[src/rtl/fetch_unit.sv]
// ============================================================================
// Module   : fetch_unit
// Purpose  : Instruction fetch stage. Holds the PC, reads instruction memory
//            over a req/ready handshake and hands one instruction at a time to
//            decode over a valid/stall handshake. Next PC (PC+4, branch, jump)
//            is formed here. Optional consumed-instruction counter is enabled
//            by defining FETCH_PERF_CNT_EN.
// Revision : 1.0  initial release
// ============================================================================
`default_nettype none

module fetch_unit #(
    parameter logic [31:0] RESET_PC = 32'h0000_0000
) (
    input  logic        clk,
    input  logic        rst_n,
    output logic        imem_req,
    output logic [31:0] imem_addr,
    input  logic        imem_ready,
    input  logic [31:0] imem_rdata,
    output logic        inst_valid,
    output logic [31:0] inst_out,
    output logic [31:0] inst_pc,
    input  logic        stall,
    input  logic        branch_taken,
    input  logic [15:0] branch_imm,
    input  logic        jump_taken,
    input  logic [25:0] jump_index
`ifdef FETCH_PERF_CNT_EN
    ,
    output logic [31:0] fetch_count
`endif
);

    localparam logic [31:0] c_RESET_PC_ALIGNED = RESET_PC & 32'hFFFF_FFFC;

    typedef enum logic [1:0] {
        ST_START = 2'd0,
        ST_FETCH = 2'd1,
        ST_HOLD  = 2'd2
    } state_t;

    state_t      state_q;
    logic [31:0] pc_q;
    logic [31:0] pc_d;
    logic        inst_valid_q;
    logic [31:0] inst_out_q;
    logic [31:0] inst_pc_q;
    logic [31:0] w_pc_plus4;
    logic [31:0] w_branch_off;
    logic        w_consume;

    assign w_pc_plus4   = inst_pc_q + 32'd4;
    assign w_branch_off = {{14{branch_imm[15]}}, branch_imm, 2'b00};
    assign w_consume    = (state_q == ST_HOLD) && !stall;

    // Jump outranks branch when decode raises both.
    always_comb begin
        pc_d = w_pc_plus4;
        if (jump_taken) begin
            pc_d = {w_pc_plus4[31:28], jump_index, 2'b00};
        end else if (branch_taken) begin
            pc_d = w_pc_plus4 + w_branch_off;
        end
    end

`ifdef FETCH_PERF_CNT_EN
    logic [31:0] fetch_count_q;

    always_ff @(posedge clk or negedge rst_n) begin
        if (!rst_n) begin
            fetch_count_q <= 32'd0;
        end else if (w_consume) begin
            fetch_count_q <= fetch_count_q + 32'd1;
        end
    end

    assign fetch_count = fetch_count_q;
`endif

    always_ff @(posedge clk or negedge rst_n) begin
        if (!rst_n) begin
            state_q      <= ST_START;
            pc_q         <= c_RESET_PC_ALIGNED;
            inst_valid_q <= 1'b0;
            inst_out_q   <= 32'd0;
            inst_pc_q    <= 32'd0;
        end else begin
            case (state_q)
                ST_START: begin
                    state_q <= ST_FETCH;
                end
                ST_FETCH: begin
                    if (imem_ready) begin
                        inst_out_q   <= imem_rdata;
                        inst_pc_q    <= pc_q;
                        inst_valid_q <= 1'b1;
                        state_q      <= ST_HOLD;
                    end
                end
                ST_HOLD: begin
                    if (w_consume) begin
                        inst_valid_q <= 1'b0;
                        pc_q         <= pc_d;
                        state_q      <= ST_FETCH;
                    end
                end
                default: begin
                    state_q <= ST_START;
                end
            endcase
        end
    end

    // Request lines decode straight from state so an async reset drops them at once.
    assign imem_req   = (state_q == ST_FETCH);
    assign imem_addr  = pc_q;
    assign inst_valid = inst_valid_q;
    assign inst_out   = inst_out_q;
    assign inst_pc    = inst_pc_q;

endmodule

`default_nettype wire
[config.mk]
export PLATFORM = sky130hd
export DESIGN_NAME = fetch_unit
export DESIGN_NICKNAME = d
export VERILOG_FILES = /design/src/rtl/fetch_unit.sv
export SDC_FILE = /design/constraint.sdc
export NUM_CORES = 1
export LEC_CHECK = 0
export ABC_AREA = 1
export CORE_ASPECT_RATIO = 1.4
export CORE_MARGIN = 3
export CORE_UTILIZATION = 40
export DETAILED_ROUTE_END_ITERATION = 8
export PLACE_DENSITY = 0.68
export SETUP_SLACK_MARGIN = 0.2
export SYNTH_ARGS = -nofsm -noshare
export SYNTH_HDL_FRONTEND = slang
export SYNTH_SLANG_ARGS = --single-unit
[constraint.sdc]
create_clock -name clk -period 6 [get_ports clk]
set_input_delay 1.2 -clock clk [delete_from_list [all_inputs] [get_ports clk]]
set_output_delay 1.2 -clock clk [all_outputs]
set_load 0.02 [all_outputs]
==> metrics.cfg, run 1 <==
[critical_path]
cp.required_ns=6.25
cpMaxStageDelayCell=clkdlybuf4s50_1
worstReg2RegEnd=imem_addr[13]$_DFFE_PN0P_
path_cells=clkdlybuf4s50_1, ha_1, nand2_1, nor2_1, inv_1, o21bai_1, a21oi_1, nand3_1, nand3_1, nand2_1, nand2_1
arrival_ns=3.89
worst-path-stages=11
critPathBufInv=2
cp_max_fo=22
startpoint=branch_imm[15]
crit_top_cell=nand2_1
slowest_delay_ns=0.91
r2r_start=inst_pc[2]$_DFFE_PN0P_
critPathKind=in -> reg
crit_end=imem_addr[28]$_DFFE_PN0P_
rrSetupSlack_ns=2.56
cpLargestDelayFamily=buffers and inverters
crit_path_start_kind=input pin
end_kind=flip-flop
worstRegToRegCells=14

[cts]
clk_latency_ns=0.35
numCtsBuffers=9
clk_path_buf_depth=2
clock-sinks=99
cts_root_buf=clkbuf_16
cts_setup_buffers=0
clk_pin_slew_worst_paths_ns=0.08
ctsHoldBuffers=0
tritoncts=yes
cts_resized=0
cts.htree.levels=3

[route]
firstDrtPassIters=6
ant_nets=0
num_vias=7216
dr.first_iter.drc_count=589
viasPerCell=5.01
drc=0
wl_per_cell_um=16.3
wirelength_um=23500

[sta]
hold_viol_final=0
fin_skew_ns=0.00864
finalCriticalPeriod_ns=3.64
worst_pin_slew_ns=0.991
setup_viol=0
fin_ws_ns=2.36
setup_tns_ns=0
slew_violations=0
max_freq_mhz=275
finalCritPeriodShare_pct=60.7
slew-limit-headroom_pct=33.7
rsz0062_at_grt=false

[floorplan]
dieHeight_um=165
core_area_mm2=0.0175
die_area_mm2=0.0197
die_width_um=119
io_pins=178
start_util_pct=41.2
num_rows=57

[placement]
gp_congestion=1.00
placed_area_mm2=0.00920
hpwl_um=18600
place.port_buffers=177
dp_slack_ns=2.03

[layout]
syn2layout_area_growth_pct=31.9
antenna_cells=0
layout-drive-gt1-share_pct=6.89
fin_area_mm2=0.00949
fin_nets=1318

[yosys]
synth_seq_cells=99
async_reset_ff_share_pct=100
synth_fp_nets=1149
netlist_area_mm2=0.00719
synth_top_cell_area_share_pct=34.4
ys_dominant_reg_cell=dfrtp_1
yosysSeqAreaShare_pct=34.4
yosys.cell_count.top_type=nand2_1
synthTopCellsByArea=dfrtp_1 34%, nand2_1 17%, inv_1 8.3%
ys_top_cells_by_count=321 x nand2_1, 159 x inv_1, 99 x dfrtp_1, 93 x nor2_1, 54 x nand3_1
synth.avg_cell_area_um2=6.98
ys_warn_count=0
synth_edf_count=0
synth_cells=1031
synth_area_leader_cell=dfrtp_1
netlist-cell-type-count=39

[power]
max-vdd-ir-drop_mv=0.476
power_leakage_nw=4.82
power_mw=4.97
power.density_mw_per_mm2=524

[global_routing]
grt-ovfl-total=0
grt_pass1_vias=7171
grt_max_degree=87
antenna_found_initial=0
grt_usage_pct=23.9
grt_first_pass_wirelength_um=37000

[worst_hold_path]
min_path_cells=2
worstHoldPathType=reg -> reg

[job]
maxCapViolations=0

[status]
outcome=complete, no violations

worst register-to-register path, stage by stage, from the launching register on:
cell and delay, ns:
dfrtp_1 0.55, ha_1 0.20, nand3_1 0.09, nor2_2 0.24, nand2_1 0.18, xor2_1 0.35
inv_1 0.08, ha_1 0.37, nand2_1 0.09, nor2_1 0.23, nand3_1 0.11, nand3_1 0.20
o21ai_0 0.13, o21ai_0 0.34, o21ai_0 0.15
logic make-up (layout without fill, tap and decap cells):
kind of cell    count (synthesis)  after routing  synth area share, %
compound gates                131            131                 9.81
xor+xnor                       24             24                 2.92
fa+ha+maj                      38             38                 6.71
buf+inv                       185            358                 9.72
flops                          99             99                 34.4
mux                            44             44                 6.89
simple gates                  510            510                 29.5
where the power goes:
group | internal (mW) | switching [mW] | total (mW)
clock | 0.289 | 0.290 | 0.579
sequential | 0.992 | 0.324 | 1.32
combinational | 1.30 | 1.78 | 3.08
total | 2.58 | 2.39 | 4.97
per-layer routing:
| layer | share of wire (%) | wire (um) | GRT usage (%) |
|---|---|---|---|
| met5 | 0 | 0 | 0 |
| met4 | 3.7 | 875 | 10.6 |
| met3 | 5.5 | 1290 | 3.80 |
| met2 | 49 | 11600 | 41.3 |
| met1 | 41 | 9710 | 29.3 |
how the worst min path moves through the flow:
stage	start	to	slack, ns
after global routing	inst_out[11]$_DFFE_PN0P_	inst_out[11]$_DFFE_PN0P_	0.52
final	inst_valid$_DFFE_PN0P_	inst_valid$_DFFE_PN0P_	0.49
after detailed placement	inst_valid$_DFFE_PN0P_	inst_valid$_DFFE_PN0P_	0.47
after floorplan	state_q[1]$_DFFE_PN0P_	state_q[0]$_DFFE_PN0P_	0.45
after global placement	inst_valid$_DFFE_PN0P_	inst_valid$_DFFE_PN0P_	0.46
after CTS	inst_valid$_DFFE_PN0P_	inst_valid$_DFFE_PN0P_	0.49
metrics by stage:
step	util (%)	hold WS [ns]	cells
after floorplan	-	0.452	1031
after global placement	52.7	0.456	1425
after detailed placement	52.7	0.471	1425
after CTS	54.3	0.491	1440
after global routing	54.3	0.524	1440
final	54.3	0.486	1440
cells in the final DEF, fill, tap and decap left out, types with 7 or more instances in the layout:
cell             instances
clkdlybuf4s50_1        176
nand2_1                320
nor2_1                  92
o21ai_0                 51
nand4_1                  9
ha_1                    37
inv_1                  159
xor2_1                  18
a21oi_1                 52
clkbuf_16                9
nand3_1                 54
dfrtp_1                 99
mux2_2                  44
o21ai_1                  7
flip-flops by register name, indices dropped and copies added (netlist names):
signal and count:
imem_addr 32, inst_out 32, inst_pc 32, inst_valid 1
state_q 2
area by class of cell:
cell class / count / area [um^2]
sequential: 99 / 2480
tap: 236 / 295
clock inverter: 6 / 62.6
fill: 1742 / 7980
clock buffer: 9 / 225
timing repair buffer: 180 / 1790
multi-input combinational: 747 / 4030
inverter: 163 / 612
No activity file was read; power rests on OpenSTA's default activity.
==> run 2: changes to the inputs <==
- PLACE_DENSITY: 0.68 -> 0.71
- clock period: 6 -> 3.3 ns (I/O delays scaled with it)
==> metrics.cfg, run 2 (synthesis gave the netlist of run 1 again) <==
[status]
outcome=complete, no violations  ; unchanged

[layout]
mostFrequentLayoutCell=nand2_1  ; unchanged
fin_util_pct=56.8  ; was 54.3%
antenna_cells=0  ; unchanged
fin_nets=1343  ; was 1318
final_cell_mix=312 x nand2_1, 176 x clkdlybuf4s50_1, 159 x inv_1  ; was 320 x nand2_1, 176 x clkdlybuf4s50_1, 159 x inv_1
layout-drive-gt1-share_pct=13.4  ; was 6.89%
syn2layout_area_growth_pct=38.0  ; was 31.9%

[sta]
setup_viol=0  ; unchanged
max_freq_mhz=341
fin_ws_ns=0.367  ; was 2.36 ns
worst_pin_slew_ns=0.909  ; was 0.991 ns
finalCritPeriodShare_pct=88.9
finalCriticalPeriod_ns=2.93
slew-limit-headroom_pct=39.4  ; was 33.7%
hold_ws_ns=0.352  ; was 0.486 ns
fin_skew_ns=0.00869  ; was 0.00864 ns
slew_violations=0  ; unchanged
hold_viol_final=0  ; unchanged
rsz0062_at_grt=true  ; was false

[global_routing]
antenna_found_initial=0  ; unchanged
grt-ovfl-total=0  ; unchanged
grt_pass1_vias=7347  ; was 7171
grt_first_pass_wirelength_um=37700  ; was 37000 um
grt_usage_pct=24.5  ; was 23.9%
grt_max_degree=80  ; was 87

[cts]
clk_pin_slew_worst_paths_ns=0.07  ; was 0.08 ns
tritoncts=yes  ; unchanged
cts_root_buf=clkbuf_16  ; unchanged
cts.htree.levels=3  ; unchanged
clock-sinks=99  ; unchanged
clk_path_buf_depth=2  ; unchanged
ctsHoldBuffers=0  ; unchanged
numCtsBuffers=9  ; unchanged
clk_latency_ns=0.35  ; about the same

[route]
drc=0  ; unchanged
firstDrtPassIters=5  ; was 6
dr.first_iter.drc_count=531  ; was 589
wl_per_cell_um=16.9  ; was 16.3 um
viasPerCell=5.05  ; was 5.01
ant_nets=0  ; unchanged
num_vias=7399  ; was 7216
wirelength_um=24700  ; was 23500 um

[placement]
place.port_buffers=177  ; unchanged
dp_slack_ns=-0.0211  ; was 2.03 ns
hpwl_um=19500  ; was 18600 um
gp_congestion=1.00  ; about the same

[power]
power_leakage_nw=4.96  ; was 4.82 nW
clkPwrFrac_pct=11.2  ; was 11.6%
pwr-share-seq_pct=25.2  ; was 26.5%
max-vdd-ir-drop_mv=0.717  ; was 0.476 mV
internal-power_mw=4.87  ; was 2.58 mW
power.switching_mw=4.52  ; was 2.39 mW
power.density_mw_per_mm2=946  ; was 524 mW/mm^2
switching_share_pct=48.2  ; about the same
combPwrFrac_pct=63.6  ; was 61.9%

[critical_path]
crit_path_start_kind=flip-flop  ; was input pin
startpoint=inst_pc[9]$_DFFE_PN0P_  ; was branch_imm[15]
critPathKind=reg -> reg  ; was in -> reg
cp_max_fo=5  ; was 22
worstReg2RegEnd=imem_addr[24]$_DFFE_PN0P_  ; was imem_addr[13]$_DFFE_PN0P_
end_kind=flip-flop  ; unchanged
rrSetupSlack_ns=0.37  ; was 2.56 ns
worstRegToRegCells=19  ; was 14
crit_end=imem_addr[24]$_DFFE_PN0P_  ; was imem_addr[28]$_DFFE_PN0P_
arrival_ns=3.18  ; was 3.89 ns
r2r_start=inst_pc[9]$_DFFE_PN0P_  ; was inst_pc[2]$_DFFE_PN0P_
cp.required_ns=3.55  ; was 6.25 ns

[floorplan]
core_area_mm2=0.0175  ; unchanged
die_width_um=119  ; unchanged
dieHeight_um=165  ; unchanged
io_pins=178  ; unchanged
start_util_pct=41.2  ; unchanged
num_rows=57  ; unchanged
die_area_mm2=0.0197  ; unchanged

[worst_hold_path]
worstHoldPathType=in -> async  ; was reg -> reg

[job]
maxCapViolations=0  ; unchanged

-- run 2: cell count changes in the layout (fill, tap and decap cells not counted), sizes merged --
cell / before / now
inv: 163 / 164
clkinvlp: 0 / 2
buf: 4 / 29
clkinv: 6 / 4
-- run 2: area by class of cell --
class	instances	area [um^2]
multi-input cells	747	4250
flip-flops and latches	99	2490
well taps	236	295
clock inverters	7	60.1
repair buffers	205	1990
fillers	1642	7550
inverters	163	612
clock buffers	9	225
-- run 2: metal layers --
layer | track usage [%] | routed length, um | part of all wire (%)
met1 | 29.3 | 10000 | 40
met2 | 43.3 | 12300 | 50
met3 | 3.36 | 1310 | 5.3
met4 | 12.0 | 1140 | 4.6
met5 | 0 | 0 | 0
-- run 2: what timing repair did --
action	in CTS	in global routing
endpoints found under the setup margin	8	18
pin swaps	0	9
buffers inserted	2	6
gates resized for setup	3	60
-- run 2: worst min path at each step --
stage                                     to  slack [ns]                   start
floorplan           imem_addr[0]$_DFFE_PN0P_        0.36                   rst_n
global placement      inst_valid$_DFFE_PN0P_        0.45  inst_valid$_DFFE_PN0P_
detailed placement    inst_valid$_DFFE_PN0P_        0.46  inst_valid$_DFFE_PN0P_
finish              inst_out[31]$_DFFE_PN0P_        0.35                   rst_n
global route        inst_out[31]$_DFFE_PN0P_        0.40                   rst_n
CTS                 inst_out[31]$_DFFE_PN0P_        0.38                   rst_n
-- run 2: power by group through the flow --
| stage | combinational, mW | clock [mW] | sequential, mW |
|---|---|---|---|
| 2_1_floorplan | 2.72 | 0 | 2.96 |
| 3_3_place_gp | 5.65 | 0 | 2.35 |
| 3_5_place_dp | 5.68 | 0 | 2.37 |
| 4_1_cts | 5.76 | 1.07 | 2.34 |
| 5_1_grt | 6.52 | 1.11 | 2.44 |
| 6_report | 5.97 | 1.05 | 2.37 |
-- run 2: worst max-delay path, stage by stage (launching register included) --
cell and delay (ns):
dfrtp_2 0.44, nand2_1 0.10, nor2_2 0.17, nand2_2 0.11
nor2_8 0.17, nand2_4 0.08, xor2_1 0.24, inv_1 0.13
ha_1 0.33, nand2_1 0.13, nor2_1 0.19, nand2_1 0.12
nor2_1 0.14, nand2_1 0.12, nand3_1 0.11, nand2_1 0.06
nand3_1 0.07, nand2_1 0.05, nand2_1 0.05, nand2_1 0.04
-- run 2: metrics by stage --
stage | power, mW | setup TNS (ns) | cell area, um^2 | std cells
finish | 9.39 | 0 | 9920 | 1466
global route | 10.1 | 0 | 9920 | 1466
CTS | 9.17 | 0 | 9660 | 1460
detailed placement | 8.05 | -0.0211 | 9340 | 1442
global placement | 8.00 | 0 | 9340 | 1442
floorplan | 5.69 | 0 | 7190 | 1031
==> run 3: changes to the inputs <==
- PLACE_DENSITY: 0.71 -> 0.68
- TNS_END_PERCENT: not set -> 20
- clock period: 3.3 -> 3.21 ns (I/O delays scaled with it)
==> metrics.cfg, run 3 (synthesis gave the netlist of run 1 again) <==
[sta]
finalCritPeriodShare_pct=91.7  ; was 88.9%
slew-limit-headroom_pct=41.2  ; was 39.4%
fin_skew_ns=0.0152  ; was 0.00869 ns
setup_tns_ns=0  ; unchanged
slew_violations=0  ; unchanged
hold_ws_ns=0.205  ; was 0.352 ns
finalCriticalPeriod_ns=2.94  ; was 2.93 ns
rsz0062_at_grt=true  ; unchanged
setup_viol=0  ; unchanged
max_freq_mhz=340  ; was 341 MHz
hold_viol_final=0  ; unchanged
fin_ws_ns=0.265  ; was 0.367 ns
worst_pin_slew_ns=0.881  ; was 0.909 ns

[floorplan]
num_rows=57  ; unchanged
dieHeight_um=165  ; unchanged
die_width_um=119  ; unchanged
die_area_mm2=0.0197  ; unchanged
core_area_mm2=0.0175  ; unchanged
io_pins=178  ; unchanged
start_util_pct=41.2  ; unchanged

[status]
outcome=complete, no violations  ; unchanged

[cts]
cts_root_buf=clkbuf_16  ; unchanged
clk_path_buf_depth=2  ; unchanged
tritoncts=yes  ; unchanged
cts.htree.levels=3  ; unchanged
numCtsBuffers=9  ; unchanged
clk_pin_slew_worst_paths_ns=0.08  ; was 0.07 ns
clk_latency_ns=0.35  ; about the same
ctsHoldBuffers=0  ; unchanged
clock-sinks=99  ; unchanged

[critical_path]
cp_max_fo=5  ; unchanged
path_cells=ha_2, inv_1, nor2_4, nand2_2, nor2_2, nand2_2, xor2_2, ha_4, nand2_2, inv_1, nand2_1, nand2_1, o21bai_4, a21oi_2, nand2_1, nand2_1, nand3_1, nand2_1, nand2_1  ; was nand2_1, nor2_2, nand2_2, nor2_8, nand2_4, xor2_1, inv_1, ha_1, nand2_1, nor2_1, nand2_1, nor2_1, nand2_1, nand3_1, nand2_1, nand3_1, nand2_1, nand2_1, nand2_1
cpMaxStageDelayCell=dfrtp_1  ; was dfrtp_2
arrival_ns=3.17  ; was 3.18 ns
end_kind=flip-flop  ; unchanged
critPathKind=reg -> reg  ; unchanged
crit_top_cell=nand2_1  ; unchanged
worstReg2RegEnd=imem_addr[28]$_DFFE_PN0P_  ; was imem_addr[24]$_DFFE_PN0P_
rrSetupSlack_ns=0.27  ; was 0.37 ns
crit_path_start_kind=flip-flop  ; unchanged
cp.required_ns=3.43  ; was 3.55 ns
worstRegToRegCells=19  ; unchanged
cpLargestDelayFamily=simple AND/OR/NAND/NOR gates  ; unchanged
critPathBufInv=2  ; was 1
slowest_delay_ns=0.41  ; was 0.44 ns
r2r_start=inst_pc[3]$_DFFE_PN0P_  ; was inst_pc[9]$_DFFE_PN0P_

[layout]
final_cell_mix=295 x nand2_1, 176 x clkdlybuf4s50_1, 155 x inv_1  ; was 312 x nand2_1, 176 x clkdlybuf4s50_1, 159 x inv_1
final_cells=1484  ; was 1466
mostFrequentLayoutCell=nand2_1  ; unchanged
fin_nets=1361  ; was 1343
fin_util_pct=60.0  ; was 56.8%
antenna_cells=0  ; unchanged
syn2layout_area_growth_pct=45.8  ; was 38.0%
fin_area_mm2=0.0105  ; was 0.00992 mm^2
layout-drive-gt1-share_pct=19.6  ; was 13.4%

[worst_hold_path]
worstHoldPathType=in -> async  ; unchanged

[global_routing]
grt_first_pass_wirelength_um=37500  ; was 37700 um
grt_max_degree=80  ; unchanged
grt_pass1_vias=7248  ; was 7347
antenna_found_initial=0  ; unchanged
grt-ovfl-total=0  ; unchanged
grt_usage_pct=24.1  ; was 24.5%

[job]
maxCapViolations=0  ; unchanged

[route]
firstDrtPassIters=7  ; was 5
wirelength_um=25000  ; was 24700 um
dr.first_iter.drc_count=601  ; was 531
drc=0  ; unchanged
viasPerCell=5.10  ; was 5.05
wl_per_cell_um=16.8  ; was 16.9 um
ant_nets=0  ; unchanged
num_vias=7572  ; was 7399

[power]
power_mw=10.2  ; was 9.39 mW
power_leakage_nw=5.11  ; was 4.96 nW
power.density_mw_per_mm2=968  ; was 946 mW/mm^2
max-vdd-ir-drop_mv=0.886  ; was 0.717 mV

[placement]
dp_slack_ns=-0.0126  ; was -0.0211 ns
dp_cells=1443  ; was 1442
place.port_buffers=177  ; unchanged
hpwl_um=19000  ; was 19500 um
placed_area_mm2=0.00936  ; was 0.00934 mm^2
gp_congestion=1.01  ; was 1.00

run 3: worst register-to-register path, stage by stage, from the launching register on:
cell and delay, ns:
dfrtp_1 0.41, ha_2 0.22, inv_1 0.07, nor2_4 0.17, nand2_2 0.13, nor2_2 0.12
nand2_2 0.09, xor2_2 0.26, ha_4 0.27, nand2_2 0.09, inv_1 0.04, nand2_1 0.05
nand2_1 0.10, o21bai_4 0.21, a21oi_2 0.18, nand2_1 0.07, nand2_1 0.06, nand3_1 0.09
nand2_1 0.12, nand2_1 0.06
run 3: final cells by class:
class	instances	area, um^2
clock inverter	6	56.3
clock buffer	10	229
sequential	99	2490
tap	236	295
fill	1577	6980
timing repair buffer	223	2150
inverter	163	612
multi-input combinational	747	4650
run 3: worst max-delay path by stage:
stage          slack, ns                    from                         to  cells after the start
5_1_grt             0.07  inst_pc[3]$_DFFE_PN0P_  imem_addr[26]$_DFFE_PN0P_                     20
3_3_place_gp       0.009  inst_pc[3]$_DFFE_PN0P_  imem_addr[26]$_DFFE_PN0P_                     20
3_5_place_dp       -0.01  inst_pc[3]$_DFFE_PN0P_  imem_addr[26]$_DFFE_PN0P_                     20
4_1_cts             0.18  inst_pc[2]$_DFFE_PN0P_  imem_addr[18]$_DFFE_PN0P_                     20
2_1_floorplan       0.42  inst_pc[2]$_DFFE_PN0P_  imem_addr[26]$_DFFE_PN0P_                     17
6_report            0.27  inst_pc[3]$_DFFE_PN0P_  imem_addr[28]$_DFFE_PN0P_                     19
run 3: power breakdown:
part / switching, mW / leakage [nW] / internal [mW]
combinational: 3.79 / 3.79 / 2.90
sequential: 0.535 / 1.18 / 1.87
clock: 0.520 / 0.137 / 0.544
total: 4.84 / 5.11 / 5.31
run 3: timing repair:
item,4_1_cts,5_1_grt
gates resized for setup,20,128
endpoints found under the setup margin,12,21
buffers inserted,6,19
pin swaps,1,24
run 3: per-layer routing:
layer,wire [um],part of all wire [%],GRT usage [%]
met3,1560,6.2,3.60
met5,0,0,0
met4,1150,4.6,10.3
met2,12400,50,42.2
met1,9870,39,29.6
